`src/rtl/alu_pkg.sv`:
```
// alu_pkg: opcode, FSM state and flag types shared by the sequential ALU, its interface and bench.
// Latency: none, types and constants only.
// Backpressure: n/a. Build option ALU_SEQ_MUL_EN (used by alu_seq/alu_mul_iter) changes nothing here.
package alu_pkg;

  localparam int ALU_OP_W = 4;

  typedef enum logic [ALU_OP_W-1:0] {
    ADD  = 4'd0,
    SUB  = 4'd1,
    AND  = 4'd2,
    OR   = 4'd3,
    XOR  = 4'd4,
    SLT  = 4'd5,
    SLTU = 4'd6,
    SLL  = 4'd7,
    SRL  = 4'd8,
    SRA  = 4'd9,
    MUL  = 4'd10
  } alu_op_e;

  typedef enum logic [1:0] {
    IDLE = 2'd0,
    BUSY = 2'd1,
    HOLD = 2'd2
  } alu_state_e;

  // Status bits registered alongside the result.
  typedef struct packed {
    logic carry;
    logic overflow;
    logic zero;
    logic negative;
    logic err;
  } alu_flags_t;

endpackage

```
`src/rtl/alu_seq_if.sv`:
```
// alu_seq_if: request (in_*) and response (out_*) valid/ready bundle between ID/EX and EX/MEM.
// Latency: none, wires only.
// Backpressure: master drives requests and out_ready; slave (the ALU) drives in_ready and the result.
interface alu_seq_if #(
  parameter int WIDTH = 32
);
  import alu_pkg::*;

  logic                in_valid;
  logic                in_ready;
  logic [ALU_OP_W-1:0] op;
  logic [WIDTH-1:0]    a;
  logic [WIDTH-1:0]    b;
  logic                out_valid;
  logic                out_ready;
  logic [WIDTH-1:0]    result;
  logic                carry;
  logic                overflow;
  logic                zero;
  logic                negative;
  logic                err;

  modport master (
    output in_valid, op, a, b, out_ready,
    input  in_ready, out_valid, result, carry, overflow, zero, negative, err
  );

  modport slave (
    input  in_valid, op, a, b, out_ready,
    output in_ready, out_valid, result, carry, overflow, zero, negative, err
  );

endinterface

```
`src/rtl/alu_mul_iter.sv`:
```
// alu_mul_iter: radix-2 shift-add unsigned multiplier, one partial product per cycle (ALU_SEQ_MUL_EN only).
// Latency: start at edge T, done_o high during the WIDTH-th busy cycle with prod_o holding the full product.
// Backpressure: none; the caller must not restart while busy and must take prod_o on done_o.
`ifdef ALU_SEQ_MUL_EN
module alu_mul_iter #(
  parameter int WIDTH = 32,
  parameter int SHW   = $clog2(WIDTH)
) (
  input  logic               clk,
  input  logic               rst,
  input  logic               start_i,
  input  logic [WIDTH-1:0]   a_i,
  input  logic [WIDTH-1:0]   b_i,
  output logic               done_o,
  output logic [2*WIDTH-1:0] prod_o
);

  logic [2*WIDTH-1:0] prod_q;
  logic [2*WIDTH-1:0] prod_d;
  logic [WIDTH-1:0]   mcand_q;
  logic [SHW-1:0]     count_q;
  logic               busy_q;
  logic [WIDTH:0]     acc;

  // One step: add multiplicand to the upper half if the current multiplier bit is set, then shift right.
  always_comb begin
    acc    = {1'b0, prod_q[2*WIDTH-1:WIDTH]} + (prod_q[0] ? {1'b0, mcand_q} : '0);
    prod_d = {acc, prod_q[WIDTH-1:1]};
  end

  assign done_o = busy_q & (count_q == SHW'(WIDTH - 1));
  // The product is exposed as the post-step value so the caller can register it on the done edge.
  assign prod_o = prod_d;

  // Load operands on start, then iterate once per cycle until the last bit is consumed.
  always_ff @(posedge clk or posedge rst) begin
    if (rst) begin
      prod_q  <= '0;
      mcand_q <= '0;
      count_q <= '0;
      busy_q  <= 1'b0;
    end else if (start_i) begin
      prod_q  <= {{WIDTH{1'b0}}, b_i};
      mcand_q <= a_i;
      count_q <= '0;
      busy_q  <= 1'b1;
    end else if (busy_q) begin
      prod_q  <= prod_d;
      count_q <= count_q + 1'b1;
      if (done_o) begin
        busy_q <= 1'b0;
      end
    end
  end

endmodule
`endif

```
`src/rtl/alu_seq.sv`:
```
// alu_seq: handshaked EX-stage ALU, registered result/flags; ALU_SEQ_MUL_EN adds the iterative MUL.
// Latency: 1 cycle for single-cycle ops, WIDTH+1 cycles for MUL when ALU_SEQ_MUL_EN is defined.
// Backpressure: result held stable in HOLD until out_ready; in_ready low in BUSY and in HOLD without out_ready.
module alu_seq
  import alu_pkg::*;
#(
  parameter int WIDTH = 32,
  parameter int SHW   = $clog2(WIDTH)
) (
  input  logic     clk,
  input  logic     rst,
  alu_seq_if.slave bus
);

  localparam logic [1:0] S_IDLE = IDLE;
  localparam logic [1:0] S_BUSY = BUSY;
  localparam logic [1:0] S_HOLD = HOLD;

  logic [1:0]       state_q;
  logic [1:0]       state_d;
  logic [WIDTH-1:0] result_q;
  alu_flags_t       flags_q;

  alu_op_e          op_e;
  logic             accept;
  logic             is_mul;
  logic             sub_sel;
  logic [WIDTH-1:0] b_eff;
  logic [WIDTH:0]   sum;
  logic [SHW-1:0]   shamt;
  logic [WIDTH-1:0] res_c;
  alu_flags_t       flg_c;

  assign op_e          = alu_op_e'(bus.op);
  assign bus.in_ready  = (state_q == S_IDLE) | ((state_q == S_HOLD) & bus.out_ready);
  assign bus.out_valid = (state_q == S_HOLD);
  assign accept        = bus.in_valid & bus.in_ready;

`ifdef ALU_SEQ_MUL_EN
  logic [2*WIDTH-1:0] mul_prod;
  logic               mul_done;
  logic [WIDTH-1:0]   mul_res;
  alu_flags_t         mul_flg;

  assign is_mul = (op_e == MUL);

  alu_mul_iter #(.WIDTH(WIDTH)) u_mul (
    .clk     (clk),
    .rst     (rst),
    .start_i (accept & is_mul),
    .a_i     (bus.a),
    .b_i     (bus.b),
    .done_o  (mul_done),
    .prod_o  (mul_prod)
  );

  // MUL flags: carry reports a nonzero upper half; overflow is not defined for MUL.
  always_comb begin
    mul_res          = mul_prod[WIDTH-1:0];
    mul_flg          = '0;
    mul_flg.carry    = |mul_prod[2*WIDTH-1:WIDTH];
    mul_flg.zero     = (mul_res == '0);
    mul_flg.negative = mul_res[WIDTH-1];
  end
`else
  // Without the multiplier MUL decodes as illegal in the op mux below.
  assign is_mul = 1'b0;
`endif

  // Single-cycle op mux; SUB shares the adder via inverted b plus carry-in.
  always_comb begin
    sub_sel = (op_e == SUB);
    b_eff   = sub_sel ? ~bus.b : bus.b;
    sum     = {1'b0, bus.a} + {1'b0, b_eff} + {{WIDTH{1'b0}}, sub_sel};
    shamt   = bus.b[SHW-1:0];
    res_c   = '0;
    flg_c   = '0;
    case (op_e)
      ADD, SUB: begin
        res_c          = sum[WIDTH-1:0];
        flg_c.carry    = sum[WIDTH];
        flg_c.overflow = (bus.a[WIDTH-1] == b_eff[WIDTH-1]) & (sum[WIDTH-1] != bus.a[WIDTH-1]);
      end
      AND:     res_c = bus.a & bus.b;
      OR:      res_c = bus.a | bus.b;
      XOR:     res_c = bus.a ^ bus.b;
      SLT:     res_c = {{(WIDTH-1){1'b0}}, ($signed(bus.a) < $signed(bus.b))};
      SLTU:    res_c = {{(WIDTH-1){1'b0}}, (bus.a < bus.b)};
      SLL:     res_c = bus.a << shamt;
      SRL:     res_c = bus.a >> shamt;
      SRA:     res_c = $signed(bus.a) >>> shamt;
      default: flg_c.err = 1'b1;
    endcase
    flg_c.zero     = (res_c == '0);
    flg_c.negative = res_c[WIDTH-1];
  end

  // Next state: accepted MUL goes to BUSY, everything else straight to HOLD.
  always_comb begin
    state_d = state_q;
    case (state_q)
      S_IDLE: begin
        if (accept) state_d = is_mul ? S_BUSY : S_HOLD;
      end
`ifdef ALU_SEQ_MUL_EN
      S_BUSY: begin
        if (mul_done) state_d = S_HOLD;
      end
`endif
      S_HOLD: begin
        if (bus.out_ready) state_d = accept ? (is_mul ? S_BUSY : S_HOLD) : S_IDLE;
      end
      default: state_d = S_IDLE;
    endcase
  end

  // State register.
  always_ff @(posedge clk or posedge rst) begin
    if (rst) state_q <= S_IDLE;
    else     state_q <= state_d;
  end

  // Output registers load on a single-cycle accept or on multiplier completion, otherwise hold.
  always_ff @(posedge clk or posedge rst) begin
    if (rst) begin
      result_q <= '0;
      flags_q  <= '0;
    end else if (accept && !is_mul) begin
      result_q <= res_c;
      flags_q  <= flg_c;
`ifdef ALU_SEQ_MUL_EN
    end else if (mul_done) begin
      result_q <= mul_res;
      flags_q  <= mul_flg;
`endif
    end
  end

  assign bus.result   = result_q;
  assign bus.carry    = flags_q.carry;
  assign bus.overflow = flags_q.overflow;
  assign bus.zero     = flags_q.zero;
  assign bus.negative = flags_q.negative;
  assign bus.err      = flags_q.err;

endmodule

```
`src/flat_wrapper.sv`:
```
// flat-port wrapper written by rule: the top's interface ports become plain ports
module alu_seq_flat import alu_pkg::*;
#(
  parameter int WIDTH = 32,
  parameter int SHW   = $clog2(WIDTH)
)
  (clk, rst, bus_in_valid, bus_op, bus_a, bus_b, bus_out_ready, bus_in_ready, bus_out_valid, bus_result, bus_carry, bus_overflow, bus_zero, bus_negative, bus_err);
  alu_seq_if #(.WIDTH(WIDTH)) bus_i ();
  input  logic clk;
  input  logic rst;
  input wire logic [$bits(bus_i.in_valid)-1:0] bus_in_valid;
  input wire logic [$bits(bus_i.op)-1:0] bus_op;
  input wire logic [$bits(bus_i.a)-1:0] bus_a;
  input wire logic [$bits(bus_i.b)-1:0] bus_b;
  input wire logic [$bits(bus_i.out_ready)-1:0] bus_out_ready;
  output wire logic [$bits(bus_i.in_ready)-1:0] bus_in_ready;
  output wire logic [$bits(bus_i.out_valid)-1:0] bus_out_valid;
  output wire logic [$bits(bus_i.result)-1:0] bus_result;
  output wire logic [$bits(bus_i.carry)-1:0] bus_carry;
  output wire logic [$bits(bus_i.overflow)-1:0] bus_overflow;
  output wire logic [$bits(bus_i.zero)-1:0] bus_zero;
  output wire logic [$bits(bus_i.negative)-1:0] bus_negative;
  output wire logic [$bits(bus_i.err)-1:0] bus_err;
  assign bus_i.in_valid = bus_in_valid;
  assign bus_i.op = bus_op;
  assign bus_i.a = bus_a;
  assign bus_i.b = bus_b;
  assign bus_i.out_ready = bus_out_ready;
  assign bus_in_ready = bus_i.in_ready;
  assign bus_out_valid = bus_i.out_valid;
  assign bus_result = bus_i.result;
  assign bus_carry = bus_i.carry;
  assign bus_overflow = bus_i.overflow;
  assign bus_zero = bus_i.zero;
  assign bus_negative = bus_i.negative;
  assign bus_err = bus_i.err;
  alu_seq #(.WIDTH(WIDTH), .SHW(SHW)) u_core (.clk(clk), .rst(rst), .bus(bus_i));
endmodule
```
`config.mk`:
```
export PLATFORM = sky130hd
export DESIGN_NAME = alu_seq_flat
export DESIGN_NICKNAME = d
export VERILOG_FILES = /design/src/rtl/alu_pkg.sv /design/src/rtl/alu_seq_if.sv /design/src/rtl/alu_mul_iter.sv /design/src/rtl/alu_seq.sv /design/src/flat_wrapper.sv
export SDC_FILE = /design/constraint.sdc
export NUM_CORES = 1
export LEC_CHECK = 0
export CELL_PAD_IN_SITES_DETAIL_PLACEMENT = 1
export CELL_PAD_IN_SITES_GLOBAL_PLACEMENT = 1
export CORE_UTILIZATION = 45
export CTS_CLUSTER_SIZE = 40
export DETAILED_ROUTE_END_ITERATION = 8
export GPL_TIMING_DRIVEN = 0
export MAX_ROUTING_LAYER = met4
export PLACE_DENSITY = 0.87
export RECOVER_POWER = 50
export SLEW_MARGIN = 20
export SYNTH_ARGS = -nofsm -noshare
export SYNTH_HDL_FRONTEND = slang
export SYNTH_SLANG_ARGS = --single-unit
export TNS_END_PERCENT = 100
```
`constraint.sdc`:
```
create_clock -name clk -period 2.8 [get_ports clk]
set_clock_uncertainty 0.05 [all_clocks]
set_input_delay 0.56 -clock clk [delete_from_list [all_inputs] [get_ports clk]]
set_output_delay 0.56 -clock clk [all_outputs]
set_load 0.01 [all_outputs]
```
==> metrics, run 1 <==
GR repair worst EP u_core.bus.zero$_DFFE_PP0P_/D; top cells by area, synth ha_1, mux4_2, dfrtp_1; syn avg cell area roughly 7.9 um2; Num Clock Sinks 37; Mapped Cells ~1.4k; Synth top area share around 15%; Horiz. Die Dim between 150 and 200 um; number of port buffers 109; grt total ovfl 127; dpl hpwl 46.2 mm; DP Area roughly 13000 um2; Clock Path Buffers 2; largest net degree at the start of global routing 38; CTS root buf clkbuf_16; Yosys warnings 0; Worst End Pin Type register input; Unique masters post-synth between 90 and 100; register area share after synthesis under 10%; Num CTS Buffers 5; most used flip-flop cell after synthesis dfrtp_1; status stopped before the end; ys async rst share 100%; Initial Utilization 45.8%; Err [ERROR GRT-0232] Routing congestion too high. Check the congestion heatmap in the GUI.; Rows 56; Last stage global routing; H-tree depth 2; cell area after synthesis ~11000 um2; #FFs+latches synth 37; syn nets 1557; die span in y approximately 160 um; Final GP Congestion ~1.1; IO Pins 111; Total GRT Usage approximately three quarters; worst slack, placed -3.46 ns; area leader, netlist ha_1; Post-synth EDFFs 0
-- metal layers --
layer	GRT overflow	global-route usage [%]
met1	1	74.1
met2	82	93.0
met3	0	56.5
met4	44	72.6
met5	-	-
-- cells by family after synthesis --
group | Yosys count | share of synthesized area (%)
buffers and inverters | 196 | 9.14
DFF | 37 | 8.61
AOI/OAI and AO/OA | 405 | 25.2
xor gates and xnor gates | 47 | 3.83
adders and majority gates | 129 | 15.1
and+or+nand+nor | 409 | 18.2
muxes | 133 | 19.9
-- stage by stage --
stage | util (%) | hold WS [ns] | TNS (ns) | std cells
2_1_floorplan | - | 0.457 | -20.67 | 1356
3_3_place_gp | 53.2 | 0.408 | -84.43 | 1784
3_5_place_dp | 53.3 | 0.411 | -85.42 | 1784
4_1_cts | 61.3 | 0.432 | -22.50 | 1871
-- timing repair --
item,in CTS
hold buffers,0
setup endpoints to repair,35
buffers inserted,81
gates resized for setup,351
pin swaps,68
-- cells in the mapped netlist, drive strengths merged, types with 10 or more instances --
| library cell | count |
|---|---|
| nand2 | 147 |
| a211oi | 26 |
| inv | 81 |
| a22oi | 18 |
| nor3 | 31 |
| a21oi | 94 |
| mux4 | 59 |
| nor2 | 101 |
| dfrtp | 37 |
| nand4 | 16 |
| clkbuf | 60 |
| o21ai | 93 |
| mux2i | 57 |
| nor2b | 11 |
| a221oi | 12 |
| xnor2 | 39 |
| o211ai | 26 |
| ha | 128 |
| nor4 | 10 |
| nand2b | 15 |
| nand3 | 25 |
| mux2 | 17 |
| a31oi | 13 |
| o22ai | 16 |
| buf | 52 |
| a21o | 14 |
==> run 2, diff against run 1 <==
--- a/config.mk
+++ b/config.mk
@@ -5,14 +5,10 @@
 export SDC_FILE = /design/constraint.sdc
 export NUM_CORES = 1
 export LEC_CHECK = 0
-export CELL_PAD_IN_SITES_DETAIL_PLACEMENT = 1
-export CELL_PAD_IN_SITES_GLOBAL_PLACEMENT = 1
-export CORE_UTILIZATION = 45
-export CTS_CLUSTER_SIZE = 40
+export CORE_UTILIZATION = 40
 export DETAILED_ROUTE_END_ITERATION = 8
 export GPL_TIMING_DRIVEN = 0
-export MAX_ROUTING_LAYER = met4
-export PLACE_DENSITY = 0.87
+export PLACE_DENSITY_LB_ADDON = 0.15
 export RECOVER_POWER = 50
 export SLEW_MARGIN = 20
 export SYNTH_ARGS = -nofsm -noshare
==> run 2 against run 1 <==
The flow now finishes, with violations (design-rule violations, negative setup slack). Synthesized cell count did not move. Area after synthesis did not move.
==> metrics, run 2 <==
Startpoint Class input pin; Post-synth EDFFs 0; Critical Path RT between 2 and 3 ns; pwr/cell area between 200 and 300 nW/um2; Int Power approximately 2.5 mW; footprint of the multi-input gates ~10000 um2; CTS tree done; RSZ-0062 raised after global routing yes; Max Cap Viol 0; Clk Latency, worst-skew pair between 0.2 and 0.3 ns; violated checks design-rule violations, negative setup slack; most frequent cells after synthesis nand2_1, ha_1, nor2_1, a21oi_1, o21ai_0; clock-pin slew on the worst setup and hold paths roughly 0.060 ns; Routed WL around 60 mm; Layout Nets ~1.8k; global-route wire length before repair approximately 85 mm; CTS root buf clkbuf_16; DRT antenna net count 0; commonest non-fill, non-tap cell in the layout nand2_1; #FFs+latches synth 37; worst reg2reg path startpoint u_core.state_q[1]$_DFFE_PP0P_; drt via density 6.74; Unique masters post-synth 98; placed instance count approximately 1.8k; via count roughly 13k; Horiz. Die Dim 166 um; WL/cell ~31 um; status finished with violations; worst setup path class input pin to flop; area leader, netlist ha_1; Rows about 60; Slowest Stage Delay on Critical Path roughly 0.5 ns; Critical Path Fanout Max 10; Mapped Cells about 1.4k; Buf/Inv on CP 5; register area share after synthesis roughly 8.6%; core footprint about 26000 um2; cell breakdown of the critical path buf_12 -> buf_4 -> nor3_4 -> buf_12 -> buf_6 -> a22oi_2 -> fa_2 -> nand2b_4 -> a2111o_1 -> buf_6 -> a31oi_4 -> o22ai_4 -> a22o_4 -> a221oi_4 -> and4_4 -> and4bb_1 -> nand3_2 -> o41ai_2; min-delay src u_core.bus.result[3]$_DFFE_PP0P_; H-tree depth 2; Sw Ratio 46.2%; number of port buffers roughly 110; die span in y about 170 um; Crit-path slowest cell a2111o_1; setup ws final -1.59 ns; ys async rst share between 90% and 100%; min Tclk post-route between 4 and 5 ns; fin cells approximately 1.9k; Num CTS Buffers 5; final setup vio count 33; clock group share of total power between 10 and 15%; dpl hpwl approximately 46 mm; worst-margin pin slew 1.38 ns; most frequent cells in the layout nand2_1, ha_1, buf_4; Die ar. about 28000 um2; most instantiated library cell after synthesis nand2_1; hold_buf cts 0; CP endpoint kind flop; Rel. slew slack 7.96%; Synth top area share 14.9%; CP startpoint bus_op[1]; Final period util 157%; Flop pwr share between 10 and 15%; VDD IR max 0.000209 V; Peak Freq about 230 MHz; largest net degree at the start of global routing 38; max reg flops 31; layout cell share with drive strength beyond 1 approximately 34%; number of global-route vias before repair 12.2k; WHS 0.412 ns; CP arrival about 4.5 ns; share of total power in combinational logic between 70 and 80%; Hold Path Class flop to flop; drt pass-1 iters 7; FF/Latch Area 926 um2; most used flip-flop cell after synthesis dfrtp_1; sw power 2.12 mW; Clock Path Buffers 2; antenna cell count 0; top cells by area, synth ha_1, mux4_2, dfrtp_1; antenna violations before repair 1; # DRC 10; Yosys warnings 0; syn nets between 1.5k and 2k; cell area after synthesis 10800 um2; Initial DRC Count approximately 1.3k; P_leak about 6.4 nW; syn avg cell area slightly below 8 um2; grt total ovfl 0; Total GRT Usage about two fifths; Num Clock Sinks 37; Hold Vio Cnt, Final 0; CP delay by family, top compound AO/OA/AOI/OAI gates; Final Max Tran Viols 0; Layout fillers 2324; area added between synthesis and finish 42.6%; Initial Utilization around 40%; Final GP Congestion around 1.1; IO Pins between 100 and 150
-- run 2: cell counts after synthesis --
No cell type changed its count.
-- run 2: final cells by class --
type	count	area share [%]
Multi-Input combinational cell	1123	67.4
Timing Repair Buffer	218	12.8
Buffer	109	7.66
Sequential cell	37	6.03
Tap cell	335	2.73
Inverter	83	2.25
Clock buffer	6	0.840
Clock inverter	2	0.253
-- run 2: path summary, 6_finish.rpt --
check | slack, ns | end | cells after the start
setup / recovery | -1.59 | u_core.bus.zero$_DFFE_PP0P_ | 18
hold / removal | 0.41 | u_core.bus.result[3]$_DFFE_PP0P_ | 2
setup reg to reg | -0.22 | u_core.bus.zero$_DFFE_PP0P_ | 12
hold reg to reg | 0.41 | u_core.bus.result[3]$_DFFE_PP0P_ | 2
max in group asynchronous | 0.82 | u_core.bus.result[21]$_DFFE_PP0P_ | 2
min in group asynchronous | 1.06 | u_core.bus.result[0]$_DFFE_PP0P_ | 2
-- run 2: routing by layer --
metal / part of all wire [%] / vias to the layer above / wire [um] / GRT usage (%)
li1: - / 5513 / - / -
met1: 38 / 6266 / 23000 / 53.0
met2: 45 / 898 / 26900 / 67.6
met3: 9.8 / 219 / 5830 / 7.65
met4: 6.7 / 2 / 3980 / 23.5
met5: 0.020 / - / 12 / 0
-- run 2: through the flow --
| step | total power, mW | worst slack (ns) | cell area [um2] | utilization [%] | TNS (ns) |
|---|---|---|---|---|---|
| final | 4.57 | -1.59 | 15300 | 58.6 | -24.36 |
| after global placement | 3.15 | -3.23 | 12500 | 47.7 | -79.35 |
| after floorplan | 2.18 | -1.37 | 11000 | - | -20.67 |
| after CTS | 4.24 | -1.61 | 14600 | 55.6 | -21.71 |
| after global routing | 4.75 | -1.63 | 15300 | 58.6 | -27.59 |
| after detailed placement | 3.16 | -3.22 | 12500 | 47.8 | -78.21 |
-- run 2: power by group through the flow --
stage	registers (mW)	clock network [mW]	logic (mW)
2_1_floorplan	0.704	0	1.48
3_3_place_gp	0.665	0	2.48
3_5_place_dp	0.669	0	2.49
4_1_cts	0.659	0.645	2.93
5_1_grt	0.671	0.657	3.42
6_report	0.658	0.641	3.28
-- run 2: logic make-up (layout without fill, tap and decap cells) --
kind of cell,after synthesis,after routing,synth area share (%)
flops,37,37,8.61
simple gates,409,409,18.2
xor+xnor,47,47,3.83
fa+ha+maj,129,129,15.1
buf+inv,196,418,9.14
mux,133,133,19.9
compound gates,405,405,25.2
-- run 2: worst register-to-register path: stages (launching register included) --
cell and delay (ns):
dfrtp_1 0.37, nand2b_1 0.13, and2_1 0.14, clkbuf_1 0.40, and4_1 0.31, nand2_1 0.11, o2bb2ai_4 0.21, nand4_1 0.13
nor4_2 0.24, nand4_1 0.20, and4bb_1 0.35, nand3_2 0.08, o41ai_2 0.21
-- run 2: what timing repair did --
| action | in CTS | in global routing |
|---|---|---|
| pin swaps | 64 | 61 |
| buffers inserted | 75 | 34 |
| setup endpoints to repair | 35 | 35 |
| cloned | 0 | 0 |
| resized for setup | 403 | 150 |
Note: power is estimated with default switching activity, not from simulation.
